### src/rtl/overlay_compositor_if.sv
// overlay_compositor_if: control, camera, sprite ROM and video signals of the compositor
interface overlay_compositor_if #(
    parameter int CH_W = 10,
    parameter int AW   = 14
);
    logic                i_addr_valid;
    logic [19:0]         i_ul_addr;
    logic [19:0]         i_ur_addr;
    logic [19:0]         i_dl_addr;
    logic [19:0]         i_dr_addr;
    logic [1:0]          i_mode;
    logic [23:0]         i_key_color;
    logic                i_pause;
    logic                o_req_cam_data;
    logic [3*CH_W+1:0]   i_cam_data;
    logic [AW-1:0]       o_rom_addr;
    logic [23:0]         i_rom_data;
    logic                o_valid;
    logic [3*CH_W+1:0]   o_data;
    logic                o_frame_start;
    modport slave (
        input  i_addr_valid, i_ul_addr, i_ur_addr, i_dl_addr, i_dr_addr, i_mode, i_key_color, i_pause,
        input  i_cam_data, i_rom_data,
        output o_req_cam_data, o_rom_addr, o_valid, o_data, o_frame_start
    );
    modport master (
        output i_addr_valid, i_ul_addr, i_ur_addr, i_dl_addr, i_dr_addr, i_mode, i_key_color, i_pause,
        output i_cam_data, i_rom_data,
        input  o_req_cam_data, o_rom_addr, o_valid, o_data, o_frame_start
    );
endinterface

### src/rtl/overlay_compositor.sv
// overlay_compositor: raster walker compositing a ROM sprite and corner markers over camera pixels
module overlay_compositor #(
    parameter int H_ACTIVE = 800,
    parameter int H_TOTAL  = 1500,
    parameter int V_ACTIVE = 600,
    parameter int OVL_W    = 128,
    parameter int OVL_H    = 128,
    parameter int MARK     = 8,
    parameter int CH_W     = 10,
    parameter int KEY_EN   = 1
) (
    input logic i_clk,
    input logic i_rst_n,
    overlay_compositor_if.slave bus
);
    localparam int AW      = $clog2(OVL_W * OVL_H);
    localparam int CW      = $clog2(OVL_W);
    localparam int COORD_W = 12;
    localparam int SW      = COORD_W + 2;
    localparam int DW      = 3 * CH_W + 2;
    localparam logic [COORD_W-1:0]   HA   = COORD_W'(H_ACTIVE);
    localparam logic [COORD_W-1:0]   HT1  = COORD_W'(H_TOTAL - 1);
    localparam logic [COORD_W-1:0]   VA   = COORD_W'(V_ACTIVE);
    localparam logic signed [SW-1:0] OH   = SW'(OVL_H);
    localparam logic signed [SW-1:0] OW   = SW'(OVL_W);
    localparam logic signed [SW-1:0] HH   = SW'(OVL_H / 2);
    localparam logic signed [SW-1:0] HW   = SW'(OVL_W / 2);
    localparam logic signed [SW-1:0] HALF = SW'(MARK / 2);
    localparam logic [CH_W-1:0]      MX   = '1;
    localparam logic [CH_W-1:0]      Z    = '0;

    logic [COORD_W-1:0]   row, col, s1_row, s1_col, c_row, c_col, sum_r, sum_c;
    logic [19:0]          ul, ur, dl, dr;
    logic [1:0]           mode;
    logic                 s1_win, s1_first, issue, in_win, sprite, m_ul, m_ur, m_dl, m_dr;
    logic signed [SW-1:0] top, left, dy, dx;
    logic [DW-1:0]        sp_px, px;

    function automatic logic near(input logic [COORD_W-1:0] p, input logic [9:0] c);
        logic signed [SW-1:0] d;
        d = $signed({2'b0, p}) - $signed({{(SW-10){1'b0}}, c});
        return d < HALF && d > -HALF;
    endfunction

    function automatic logic [CH_W-1:0] ex(input logic [7:0] d);
        logic [CH_W-1:0] r;
        r = '0;
        r[CH_W-1 -: 8] = d;
        return r;
    endfunction

    always_comb begin
        sum_r  = COORD_W'(bus.i_ul_addr[19:10]) + COORD_W'(bus.i_ur_addr[19:10])
               + COORD_W'(bus.i_dl_addr[19:10]) + COORD_W'(bus.i_dr_addr[19:10]);
        sum_c  = COORD_W'(bus.i_ul_addr[9:0]) + COORD_W'(bus.i_ur_addr[9:0])
               + COORD_W'(bus.i_dl_addr[9:0]) + COORD_W'(bus.i_dr_addr[9:0]);
        top    = $signed({2'b0, c_row}) - HH;
        left   = $signed({2'b0, c_col}) - HW;
        dy     = $signed({2'b0, row}) - top;
        dx     = $signed({2'b0, col}) - left;
        in_win = !dy[SW-1] && dy < OH && !dx[SW-1] && dx < OW;
        // a restart owns the cycle, so the position currently in S0 is never issued
        issue  = row < VA && col < HA && !bus.i_pause && !bus.i_addr_valid;
        m_ul   = mode[1] && near(s1_row, ul[19:10]) && near(s1_col, ul[9:0]);
        m_ur   = mode[1] && near(s1_row, ur[19:10]) && near(s1_col, ur[9:0]);
        m_dl   = mode[1] && near(s1_row, dl[19:10]) && near(s1_col, dl[9:0]);
        m_dr   = mode[1] && near(s1_row, dr[19:10]) && near(s1_col, dr[9:0]);
        sprite = mode[0] && s1_win && !(KEY_EN != 0 && bus.i_rom_data == bus.i_key_color);
        sp_px  = {2'b0, ex(bus.i_rom_data[23:16]), ex(bus.i_rom_data[15:8]), ex(bus.i_rom_data[7:0])};
        px     = m_ul ? {2'b0, MX, Z, MX} : m_ur ? {2'b0, MX, Z, Z} : m_dl ? {2'b0, Z, MX, MX} :
                 m_dr ? {2'b0, Z, Z, MX} : sprite ? sp_px : bus.i_cam_data;
    end

    always_ff @(posedge i_clk or negedge i_rst_n) begin
        if (!i_rst_n) begin
            row                <= VA;
            col                <= '0;
            ul                 <= '0;
            ur                 <= '0;
            dl                 <= '0;
            dr                 <= '0;
            mode               <= '0;
            c_row              <= '0;
            c_col              <= '0;
            s1_row             <= '0;
            s1_col             <= '0;
            s1_win             <= 1'b0;
            s1_first           <= 1'b0;
            bus.o_req_cam_data <= 1'b0;
            bus.o_rom_addr     <= '0;
            bus.o_valid        <= 1'b0;
            bus.o_data         <= '0;
            bus.o_frame_start  <= 1'b0;
        end else begin
            if (bus.i_addr_valid) begin
                ul    <= bus.i_ul_addr;
                ur    <= bus.i_ur_addr;
                dl    <= bus.i_dl_addr;
                dr    <= bus.i_dr_addr;
                mode  <= bus.i_mode;
                c_row <= sum_r >> 2;
                c_col <= sum_c >> 2;
                row   <= '0;
                col   <= '0;
            end else if (!bus.i_pause && row < VA) begin
                col <= (col == HT1) ? '0 : col + 1'b1;
                row <= (col == HT1) ? row + 1'b1 : row;
            end
            bus.o_req_cam_data <= issue;
            if (issue) begin
                s1_row   <= row;
                s1_col   <= col;
                s1_win   <= in_win;
                s1_first <= row == '0 && col == '0;
            end
            if (issue && in_win)
                bus.o_rom_addr <= {dy[AW-CW-1:0], dx[CW-1:0]};
            bus.o_valid       <= bus.o_req_cam_data && !bus.i_addr_valid;
            bus.o_frame_start <= bus.o_req_cam_data && s1_first && !bus.i_addr_valid;
            if (bus.o_req_cam_data)
                bus.o_data <= px;
        end
    end
endmodule
### src/flat_wrapper.sv
// flat-port wrapper written by rule: the top's interface ports become plain ports
module overlay_compositor_flat 
#(
    parameter int H_ACTIVE = 800,
    parameter int H_TOTAL  = 1500,
    parameter int V_ACTIVE = 600,
    parameter int OVL_W    = 128,
    parameter int OVL_H    = 128,
    parameter int MARK     = 8,
    parameter int CH_W     = 10,
    parameter int KEY_EN   = 1
)
  (i_clk, i_rst_n, bus_i_addr_valid, bus_i_ul_addr, bus_i_ur_addr, bus_i_dl_addr, bus_i_dr_addr, bus_i_mode, bus_i_key_color, bus_i_pause, bus_i_cam_data, bus_i_rom_data, bus_o_req_cam_data, bus_o_rom_addr, bus_o_valid, bus_o_data, bus_o_frame_start);
  overlay_compositor_if #(.CH_W(CH_W)) bus_i ();
  input logic i_clk;
  input logic i_rst_n;
  input wire logic [$bits(bus_i.i_addr_valid)-1:0] bus_i_addr_valid;
  input wire logic [$bits(bus_i.i_ul_addr)-1:0] bus_i_ul_addr;
  input wire logic [$bits(bus_i.i_ur_addr)-1:0] bus_i_ur_addr;
  input wire logic [$bits(bus_i.i_dl_addr)-1:0] bus_i_dl_addr;
  input wire logic [$bits(bus_i.i_dr_addr)-1:0] bus_i_dr_addr;
  input wire logic [$bits(bus_i.i_mode)-1:0] bus_i_mode;
  input wire logic [$bits(bus_i.i_key_color)-1:0] bus_i_key_color;
  input wire logic [$bits(bus_i.i_pause)-1:0] bus_i_pause;
  input wire logic [$bits(bus_i.i_cam_data)-1:0] bus_i_cam_data;
  input wire logic [$bits(bus_i.i_rom_data)-1:0] bus_i_rom_data;
  output wire logic [$bits(bus_i.o_req_cam_data)-1:0] bus_o_req_cam_data;
  output wire logic [$bits(bus_i.o_rom_addr)-1:0] bus_o_rom_addr;
  output wire logic [$bits(bus_i.o_valid)-1:0] bus_o_valid;
  output wire logic [$bits(bus_i.o_data)-1:0] bus_o_data;
  output wire logic [$bits(bus_i.o_frame_start)-1:0] bus_o_frame_start;
  assign bus_i.i_addr_valid = bus_i_addr_valid;
  assign bus_i.i_ul_addr = bus_i_ul_addr;
  assign bus_i.i_ur_addr = bus_i_ur_addr;
  assign bus_i.i_dl_addr = bus_i_dl_addr;
  assign bus_i.i_dr_addr = bus_i_dr_addr;
  assign bus_i.i_mode = bus_i_mode;
  assign bus_i.i_key_color = bus_i_key_color;
  assign bus_i.i_pause = bus_i_pause;
  assign bus_i.i_cam_data = bus_i_cam_data;
  assign bus_i.i_rom_data = bus_i_rom_data;
  assign bus_o_req_cam_data = bus_i.o_req_cam_data;
  assign bus_o_rom_addr = bus_i.o_rom_addr;
  assign bus_o_valid = bus_i.o_valid;
  assign bus_o_data = bus_i.o_data;
  assign bus_o_frame_start = bus_i.o_frame_start;
  overlay_compositor #(.H_ACTIVE(H_ACTIVE), .H_TOTAL(H_TOTAL), .V_ACTIVE(V_ACTIVE), .OVL_W(OVL_W), .OVL_H(OVL_H), .MARK(MARK), .CH_W(CH_W), .KEY_EN(KEY_EN)) u_core (.i_clk(i_clk), .i_rst_n(i_rst_n), .bus(bus_i));
endmodule
### config.mk
export PLATFORM = sky130hd
export DESIGN_NAME = overlay_compositor_flat
export DESIGN_NICKNAME = d
export VERILOG_FILES = /design/src/rtl/overlay_compositor_if.sv /design/src/rtl/overlay_compositor.sv /design/src/flat_wrapper.sv
export SDC_FILE = /design/constraint.sdc
export NUM_CORES = 1
export LEC_CHECK = 0
export CAP_MARGIN = 20
export CORE_ASPECT_RATIO = 1.2
export CORE_MARGIN = 3
export CORE_UTILIZATION = 52
export DETAILED_ROUTE_END_ITERATION = 12
export PLACE_DENSITY_LB_ADDON = 0.2
export SLEW_MARGIN = 20
export SYNTH_ARGS = -nofsm -noshare
export SYNTH_HDL_FRONTEND = slang
export SYNTH_SLANG_ARGS = --single-unit
### constraint.sdc
create_clock -name i_clk -period 3.4 [get_ports i_clk]
set_clock_uncertainty 0.2 [all_clocks]
set_input_delay 0.68 -clock i_clk [delete_from_list [all_inputs] [get_ports i_clk]]
set_output_delay 0.68 -clock i_clk [all_outputs]
set_load 0.005 [all_outputs]
==> results <==
[metal layers]
layer	GRT usage	vias up	wire [µm]
li1	-	7792	-
met4	0.105	0	2250
met5	0	-	0
met3	0.0336	157	2680
met2	0.514	533	26500
met1	0.358	7897	20900
[area by class of cell]
| cell class | instances | area, µm² | share of cell area |
|---|---|---|---|
| clock buffer | 30 | 612 | 0.0257 |
| sequential | 201 | 5040 | 0.212 |
| inverter | 244 | 918 | 0.0386 |
| tap | 401 | 502 | 0.0211 |
| multi-input combinational | 1431 | 11900 | 0.499 |
| clock inverter | 10 | 113 | 0.00473 |
| timing repair buffer | 542 | 4760 | 0.200 |
[sequential cells by signal, summed over array words and instances (netlist names)]
| signal | flops |
|---|---|
| u_core.bus.o_data | 32 |
| u_core.dl | 20 |
| u_core.bus.o_valid | 1 |
| u_core.s1_win | 1 |
| u_core.ul | 20 |
| u_core.col | 12 |
| u_core.c_col | 10 |
| u_core.s1_col | 12 |
| u_core.row | 12 |
| u_core.c_row | 10 |
| u_core.ur | 20 |
| u_core.s1_row | 12 |
| u_core.bus.o_frame_start | 1 |
| u_core.dr | 20 |
| u_core.bus.o_rom_addr | 14 |
| u_core.s1_first | 1 |
| u_core.mode | 2 |
| u_core.bus.o_req_cam_data | 1 |
[power by group]
part | total (µW) | switching (µW) | internal (µW)
combinational | 4840 | 2350 | 2490
clock | 2450 | 1030 | 1420
sequential | 2830 | 168 | 2660
[cells in the mapped netlist (10+ instances only)]
| library cell | number | area share |
|---|---|---|
| a211oi_1 | 22 | 0.010 |
| a21o_1 | 15 | 0.0068 |
| a21oi_1 | 98 | 0.030 |
| a31oi_1 | 12 | 0.0045 |
| and3_1 | 11 | 0.0041 |
| clkbuf_1 | 51 | 0.012 |
| dfrtp_1 | 197 | 0.30 |
| fa_1 | 32 | 0.039 |
| ha_1 | 152 | 0.11 |
| inv_1 | 243 | 0.055 |
| mux2_2 | 36 | 0.024 |
| mux2i_1 | 43 | 0.026 |
| nand2_1 | 140 | 0.032 |
| nand2b_1 | 27 | 0.010 |
| nand3_1 | 37 | 0.011 |
| nand3b_1 | 12 | 0.0054 |
| nand4_1 | 21 | 0.0079 |
| nor2_1 | 142 | 0.032 |
| nor2b_1 | 33 | 0.012 |
| nor3_1 | 38 | 0.011 |
| nor3b_1 | 11 | 0.0050 |
| nor4_1 | 22 | 0.0083 |
| o21a_1 | 18 | 0.0081 |
| o21ai_0 | 178 | 0.054 |
| o21bai_1 | 16 | 0.0072 |
| o22a_1 | 10 | 0.0053 |
| o22ai_1 | 15 | 0.0057 |
| or2_2 | 10 | 0.0038 |
| or3_1 | 14 | 0.0053 |
| xnor2_1 | 83 | 0.044 |
| xor2_1 | 36 | 0.019 |
[worst max-delay path: cells and delay by family]
kind / cells / cell delay [ns]
AO/OA/AOI/OAI: 5 / 0.74
buffers and inverters: 4 / 0.36
XOR/XNOR: 2 / 0.21
AND/OR/NAND/NOR: 2 / 0.57
adder cells (fa/ha/maj): 4 / 1.29
multiplexers: 1 / 0.27
[final timing paths]
check / startpoint / end / slack (ns)
max in group asynchronous: i_rst_n / u_core.row[4] / 1.66
min: bus_i_ul_addr[0] / u_core.ul[0] / 0.20
max reg2reg: u_core.s1_col[0] / u_core.bus.o_data[20] / -0.21
min reg2reg: u_core.bus.o_data[25] / u_core.bus.o_data[25] / 0.30
max: bus_i_ur_addr[0] / u_core.c_col[8] / -0.52
min in group asynchronous: i_rst_n / u_core.c_row[0] / 0.54
[cell families after synthesis]
group,Yosys count,share of synthesized area
compound gates,492,0.190
xor+xnor,119,0.0628
fa+ha+maj,184,0.153
buf+inv,300,0.0692
flops,201,0.304
mux,84,0.0549
simple gates,551,0.166
[stage by stage]
step / instances / setup WS [ns] / utilization
6_report: 2859 / -0.521 / 0.760
5_1_grt: 2859 / -0.639 / 0.760
4_1_cts: 2845 / -0.448 / 0.733
3_5_place_dp: 2784 / -1.41 / 0.683
3_3_place_gp: 2784 / -1.29 / 0.683
2_1_floorplan: 1931 / -0.716 / -
[what timing repair did]
item	4_1_cts	5_1_grt
resized for setup	211	149
setup buffers	18	14
gates cloned	3	0
setup endpoints to repair	62	58
pin swaps	98	115
endpoints found under the hold margin	11	0
hold buffers	1	0
==> key figures <==
Run status
  • Status: complete, but fails checks
  • Failing checks: negative setup slack

Timing
  • Min cycle time layout: ~3.9 ns
  • Fin. Hold Viols: 0
  • Fmax: 255 MHz
  • Max-slew headroom: 0.321
  • Final worst slack: -0.521 ns
  • Final setup viols: slightly below 50
  • RSZ-0062 raised after global routing: true
  • Max Slew Vio Count: 0
  • Final Cycle Share: 1.15
  • Hold Slack: 0.204 ns
  • Final TNS setup: -6.80 ns
  • Slew @ Worst Pin: 1.02 ns

Synthesis
  • Synth warn: 0
  • Cell Area, Synth: approximately 17000 µm²
  • Fraction of registers with async set/reset: 1.00
  • Syn Nets: 2281
  • Sequential area share after synthesis: 0.304
  • Number of synthesized flops with an enable pin: 0
  • Flops & latches, synth: 201
  • Top FF cell, synth: dfrtp_1
  • Cells after Synth: 1931
  • Netlist cell types: 84
  • Mean Syn Cell Area: 8.59 µm²

Route
  • Drt pass-1 iters: 5
  • Residual DRC: 0
  • Via count: 16400
  • Wirelength per Cell: 18.3 µm
  • Iteration-0 DRC Markers: between 1000 and 1500
  • Via density: 5.73
  • Antenna viol nets, final: 0
  • WL final: 52400 µm

Floorplanning
  • Core ar.: 31400 µm²
  • Die ar.: approximately 34000 µm²
  • Die width: between 150 and 200 µm
  • Floorplan row count: 71
  • I/O pin count: 215
  • Chip height: 202 µm
  • Initial Utilization: 0.529

Clock network
  • Clock Path Buffers: 3
  • Worst-Skew Late Latency: 0.53 ns
  • CTS clk-pin slew, worst paths: 0.06 ns
  • CTS Sinks: 201
  • Number of CTS-inserted buffers: 23
  • Root Driver: clkbuf_16
  • H-tree Lvls: 1
  • TritonCTS clock tree: built

Setup path
  • Crit path kind: primary input to register
  • Critical path's slowest cell: fa_1
  • Largest incremental delay on the critical path: ~0.50 ns
  • Critical Path AT: 4.13 ns
  • Type of origin of the critical path: primary input
  • Worst Setup End Kind: register
  • WP data required: 3.61 ns
  • Crit path cell chain: buf_8 > ha_4 > fa_2 > buf_6 > xnor2_4 > fa_1 > inv_1 > ha_1 > inv_1 > o31ai_2 > a21oi_2 > o21ai_1 > a21oi_2 > nor2b_1 > or4_1 > a31oi_1 > xnor2_1 > mux2_4
  • R2R depth: 15
  • Crit path max fanout: 2

Hold path
  • Hold Path Cell Cnt: 2
  • Min-Delay Path Class: primary input to register

Global route
  • Total congestion overflow: 0
  • Largest net degree at the start of global routing: 109
  • First-pass GRT wire length: 81300 µm
  • Vias in the first global route: 16500
  • Total GRT Usage: 0.288
  • Initial antenna violation count: 0

Final layout
  • Commonest non-fill, non-tap cells in the layout: buf_4 (300), inv_1 (219), dfrtp_1 (194)
  • Area growth syn-to-layout: 43.6%
  • Fin nets: 2793
  • Diode count: 0
  • Share of layout cells above drive strength 1: 0.276
  • Filler cell count: about 2200
  • Final instance area: 23800 µm²
  • Most common cell after layout, fill and taps aside: buf_4

Placed design
  • Placed cell areas: roughly 21000 µm²
  • GPL Wtd Cong: 0.937
  • # port buffers: 214
  • HPWL Detailed: 38400 µm

Power and ir drop
  • Power per cell area: 425 nW/µm²
  • Worst VDD drop: 468 µV
  • Total Power: between 10000 and 15000 µW
  • Leak: 0.0110 µW

Flow run
  • Max Cap Viol: 0
Power figures use the tool's default switching activity.
